**src/rtl/dcache.sv**
```systemverilog
// Direct-mapped write-back write-allocate data cache, 4-byte blocks.
// Ports: CLK/RESET, cpu READ/WRITE/ADDRESS/WRITEDATA/READDATA/BUSYWAIT,
// memory MEM_READ/MEM_WRITE/MEM_ADDRESS/MEM_WRITEDATA/MEM_READDATA/MEM_BUSYWAIT.
// Optional DCACHE_STATS_EN adds saturating HIT_COUNT/MISS_COUNT outputs.
module dcache #(
  parameter int ADDR_W  = 8,
  parameter int INDEX_W = 3
) (
  input  logic              CLK,
  input  logic              RESET,
  input  logic              READ,
  input  logic              WRITE,
  input  logic [ADDR_W-1:0] ADDRESS,
  input  logic [7:0]        WRITEDATA,
  output logic [7:0]        READDATA,
  output logic              BUSYWAIT,
  output logic              MEM_READ,
  output logic              MEM_WRITE,
  output logic [ADDR_W-3:0] MEM_ADDRESS,
  output logic [31:0]       MEM_WRITEDATA,
  input  logic [31:0]       MEM_READDATA,
  input  logic              MEM_BUSYWAIT
`ifdef DCACHE_STATS_EN
  ,
  output logic [15:0]       HIT_COUNT,
  output logic [15:0]       MISS_COUNT
`endif
);

  localparam int TAG_W = ADDR_W - INDEX_W - 2;
  localparam int LINES = 1 << INDEX_W;

  typedef enum logic [1:0] {
    IDLE,
    WRITEBACK,
    FETCH,
    UPDATE
  } state_t;

  state_t state, next;

  logic [LINES-1:0] valid;
  logic [LINES-1:0] dirty;
  logic [TAG_W-1:0] tags [LINES];
  logic [31:0]      data [LINES];

  logic [INDEX_W-1:0] idx;
  logic [TAG_W-1:0]   tag;
  logic [1:0]         off;
  logic [31:0]        line;
  logic               hit;
  logic               req;
  logic               wr_hit;

  assign idx    = ADDRESS[INDEX_W+1:2];
  assign tag    = ADDRESS[ADDR_W-1:INDEX_W+2];
  assign off    = ADDRESS[1:0];
  assign line   = data[idx];
  assign hit    = valid[idx] && (tags[idx] == tag);
  assign req    = READ | WRITE;
  assign wr_hit = (state == IDLE) && WRITE && hit;

  always_ff @(posedge CLK) begin
    if (RESET) state <= IDLE;
    else       state <= next;
  end

  always_comb begin
    next          = state;
    BUSYWAIT      = 1'b0;
    READDATA      = 8'h00;
    MEM_READ      = 1'b0;
    MEM_WRITE     = 1'b0;
    MEM_ADDRESS   = '0;
    MEM_WRITEDATA = 32'h0;
    unique case (state)
      IDLE: begin
        // an invalid line reads as zero so reset shows a clean bus
        if (valid[idx])
          READDATA = line[{off, 3'b000} +: 8];
        if (req && !hit) begin
          BUSYWAIT = 1'b1;
          next     = (valid[idx] && dirty[idx]) ? WRITEBACK : FETCH;
        end
      end
      WRITEBACK: begin
        BUSYWAIT      = 1'b1;
        MEM_WRITE     = 1'b1;
        MEM_ADDRESS   = {tags[idx], idx};
        MEM_WRITEDATA = line;
        if (!MEM_BUSYWAIT) next = FETCH;
      end
      FETCH: begin
        BUSYWAIT    = 1'b1;
        MEM_READ    = 1'b1;
        MEM_ADDRESS = {tag, idx};
        if (!MEM_BUSYWAIT) next = UPDATE;
      end
      UPDATE: begin
        BUSYWAIT = 1'b1;
        next     = IDLE;
      end
      default: next = IDLE;
    endcase
  end

  always_ff @(posedge CLK) begin
    if (RESET) begin
      valid <= '0;
      dirty <= '0;
    end else if (state == UPDATE) begin
      valid[idx] <= 1'b1;
      dirty[idx] <= 1'b0;
    end else if (wr_hit) begin
      dirty[idx] <= 1'b1;
    end
  end

  // payload arrays need no reset; valid bits guard them
  always_ff @(posedge CLK) begin
    if (!RESET) begin
      if (state == UPDATE) begin
        data[idx] <= MEM_READDATA;
        tags[idx] <= tag;
      end else if (wr_hit) begin
        data[idx][{off, 3'b000} +: 8] <= WRITEDATA;
      end
    end
  end

`ifdef DCACHE_STATS_EN
  logic refill;
  logic hit_done;
  logic miss_start;

  // the access that resumes right after a refill is part of its miss
  assign hit_done   = (state == IDLE) && req && hit && !refill;
  assign miss_start = (state == IDLE) && (next != IDLE);

  always_ff @(posedge CLK) begin
    if (RESET) begin
      refill     <= 1'b0;
      HIT_COUNT  <= 16'h0;
      MISS_COUNT <= 16'h0;
    end else begin
      if (state == UPDATE)    refill <= 1'b1;
      else if (state == IDLE) refill <= 1'b0;
      if (hit_done && (HIT_COUNT != 16'hFFFF))
        HIT_COUNT <= HIT_COUNT + 16'd1;
      if (miss_start && (MISS_COUNT != 16'hFFFF))
        MISS_COUNT <= MISS_COUNT + 16'd1;
    end
  end
`endif

endmodule

```
**config.mk**
```make
export PLATFORM = sky130hd
export DESIGN_NAME = dcache
export DESIGN_NICKNAME = d
export VERILOG_FILES = /design/src/rtl/dcache.sv
export SDC_FILE = /design/constraint.sdc
export NUM_CORES = 1
export LEC_CHECK = 0
export ABC_CLOCK_PERIOD_IN_PS = 6250
export CORE_ASPECT_RATIO = 1.25
export CORE_UTILIZATION = 50
export CTS_CLUSTER_DIAMETER = 200
export DETAILED_ROUTE_END_ITERATION = 16
export PLACE_DENSITY_LB_ADDON = 0.08
export SLEW_MARGIN = 0
export SYNTH_ARGS = -nofsm -noshare
export SYNTH_HDL_FRONTEND = slang
export SYNTH_SLANG_ARGS = --single-unit
```
**constraint.sdc**
```tcl
create_clock -name CLK -period 6.25 [get_ports CLK]
set_input_delay 0.9375 -clock CLK [delete_from_list [all_inputs] [get_ports CLK]]
set_output_delay 0.9375 -clock CLK [all_outputs]
set_load 0.03 [all_outputs]
```
==> results.py <==
metrics = {
    "cts": {
        "cts_sinks": 298,
        "ctsLongestPathBuffers": 3,
        "h-tree-depth": 1,
        "cts-root-buf": "clkbuf_16",
        "clk_latency_ps": 550,
        "cts_tree": "built",
        "clkTransAtPathRegs_ps": 60,
        "post_cts_buffers": 0,
        "hold_buffers": 0,
        "cts_resized": 0,
        "cts_made_buffers": 28,
    },
    "final_layout": {
        "multiInputGateArea_sq_um": 3976,
        "layout_commonest_cell": "edfxtp_1",
        "diodes": 0,
        "nNetsFinal": 1053,
        "fillerInstances": 1996,
        "regArea_sq_um": 8768,
        "mostFrequentLayoutCells": "edfxtp_1, clkdlybuf4s50_1, mux2i_1",
        "areaGrowthSynthToFinish_pct": 18.75,
        "drive_gt1_share_pct": 16.44,
    },
    "detailed_routing": {
        "drc": 0,
        "dr.pass1.iters": 5,
        "drt_iter0_drc": 814,
        "drt-wirelength-per-cell_um": 27.98,
        "via_per_inst": 6.187,
        "drtAntennaViolNets": 0,
        "drt_wl_total_um": 37780,
        "vias": 8352,
    },
    "power": {
        "pwr_density_cell_nw_per_um2": 290.8,
        "leakage_nw": 5.185,
        "vdd_drop_max_mv": 0.2338,
    },
    "grt": {
        "grt_max_degree": 48,
        "grt_usage_pct": 28.44,
        "grt_pass1_wl_um": 55080,
        "antenna_found_initial": 1,
        "grt_overflow": 0,
        "grt_pass1_vias": 8581,
    },
    "floorplanning": {
        "coreArea_sq_um": 25930,
        "io_pins": 102,
        "start_util_pct": 50.83,
        "die_h_um": 183.5,
        "rows": 66,
        "dieArea_sq_um": 27020,
        "die_x_um": 147.2,
    },
    "job": {
        "drv_cap": 0,
    },
    "min_path": {
        "hp-class": "flop to flop",
        "min_path_cells": 1,
    },
    "synth": {
        "synth_seq_area_share_pct": 66.53,
        "ys_ff_latch": 298,
        "async_flop_share_pct": 0,
        "yosysWarnings": 0,
        "avgSynthCellArea_sq_um": 15.18,
        "postSynthCellCount": 868,
        "synth_edf_count": 280,
        "ys_types": 45,
        "ys.flop_type": "edfxtp_1",
        "synth_nets": 931,
        "synthesis.area_sq_um": 13180,
    },
    "timing": {
        "timing.final.crit_period_ps": 5399,
        "setup_viol": 0,
        "rsz0062_at_grt": "false",
        "hold-worst-slack_ps": 480.6,
        "max_freq_ghz": 0.1852,
        "fin_tns_setup_ps": 0,
        "relSlewSlack_pct": 18.70,
        "worst_pin_slew_ps": 1217,
        "final_max_slew_viol_count": 0,
        "skew_ps": 17.80,
        "finalHoldViolations": 0,
        "layout_setup_ws_ps": 851.0,
        "period_share_pct": 86.38,
    },
    "outcome": {
        "status": "finished clean",
    },
    "setup_path": {
        "critPathKind": "primary input to output port",
        "start_kind": "primary input",
        "ff2ff_path_depth": 5,
        "cp.arrival_ps": 4460,
        "cp_max_fo": 21,
        "end_kind": "output port",
        "critPathRequiredTime_ps": 5310,
    },
    "place": {
        "io_buffers": 101,
        "pre_cts_ws_ps": 1008,
        "dp_hpwl_um": 25490,
        "routabilityCongestion": 0.8543,
    },
}
## power by group
| group | internal (mW) | switching, mW |
|---|---|---|
| combinational | 0.231 | 0.381 |
| clock | 1.02 | 0.715 |
| sequential | 2.19 | 0.00611 |
## synth_stat cells (2+ instances only)
library cell  instances  area (sq um)
mux2i_1              68         680.7
buf_2                21         105.1
a221o_1               5         50.05
nor2b_1              32         200.2
a221oi_1             29         254.0
or4_1                 4         30.03
dfxtp_1              18         360.4
a22o_1               16         140.1
mux2_2               22         247.7
a21oi_1              40         200.2
buf_4                 3         22.52
buf_1                 2         7.510
o21ai_0               8         40.04
nor4_4                5         106.4
nand2b_1              5         31.28
xnor2_1               2         17.52
a21boi_0              3         22.52
a22oi_1              10         75.07
o21a_1                3         22.52
nor2_1               37         138.9
edfxtp_1            280          8408
nor3b_1               3         22.52
nand3_1               2         10.01
clkbuf_1             27         101.4
nor3_1               12         60.06
o22a_1                2         17.52
buf_6                 3         33.78
and2_0                2         12.51
mux4_2               39         878.3
inv_1                45         168.9
a31oi_1               6         37.54
nand2_1              60         225.2
and2_1               12         75.07
o22ai_1              22         137.6
ha_1                 10         125.1
## critical path: stages
cell and delay [ps]:
buf_2 520, nor2b_1 1030, a22oi_1 160, o22ai_1 200, a221oi_1 140, mux4_2 550, nor2_1 180, clkdlybuf4s50_1 710
## layout make-up
| class | instances | area share [%] |
|---|---|---|
| well taps | 340 | 2.718 |
| inverters | 46 | 1.103 |
| flip-flops and latches | 298 | 56.02 |
| repair buffers | 148 | 8.714 |
| clock inverters | 12 | 0.8634 |
| multi-input cells | 468 | 25.41 |
| clock buffers | 38 | 5.172 |
## kinds of logic (layout without fill, tap and decap cells)
| group | after synthesis | count (layout) | share of synthesized area [%] |
|---|---|---|---|
| flip-flops | 298 | 298 | 66.53 |
| AND/OR/NAND/NOR | 176 | 176 | 7.034 |
| AO/OA/AOI/OAI | 151 | 151 | 8.288 |
| multiplexers | 129 | 129 | 13.71 |
| buffers and inverters | 102 | 244 | 3.361 |
| adder cells (fa/ha/maj) | 10 | 10 | 0.9493 |
| XOR/XNOR | 2 | 2 | 0.1329 |
## metrics by stage
| step | std cells | power [mW] | utilization [%] | cell area [sq um] |
|---|---|---|---|---|
| floorplan | 868 | 2.606 | - | 13180 |
| global placement | 1300 | 2.842 | 56.72 | 14710 |
| global route | 1350 | 4.671 | 60.36 | 15650 |
| CTS | 1350 | 4.554 | 60.36 | 15650 |
| finish | 1350 | 4.552 | 60.36 | 15650 |
| detailed placement | 1300 | 2.847 | 56.72 | 14710 |
## state kept, by name, summed over array words and instances (netlist names), named ones only
register / flops
data: 256
tags: 24
valid: 8
state: 2
## path summary, 6_finish.rpt
| check | from | end | slack, ps |
|---|---|---|---|
| worst max-delay path | ADDRESS[3] | READDATA[0] | 850 |
| worst max register to register | state[0] | data[0][13] | 2830 |
| worst min register to register | flop | flop | 480 |
| worst min-delay path | flop | flop | 480 |
## routing by layer
layer  routed length (um)  GRT usage [%]  vias to the layer above
met1                14570          37.08                     4202
li1                     -              -                     3606
met2                18510          47.94                      440
met5                   13              0                        -
met4                 1585          11.38                        2
met3                 3105          4.243                      102
Power figures use the tool's default switching activity.
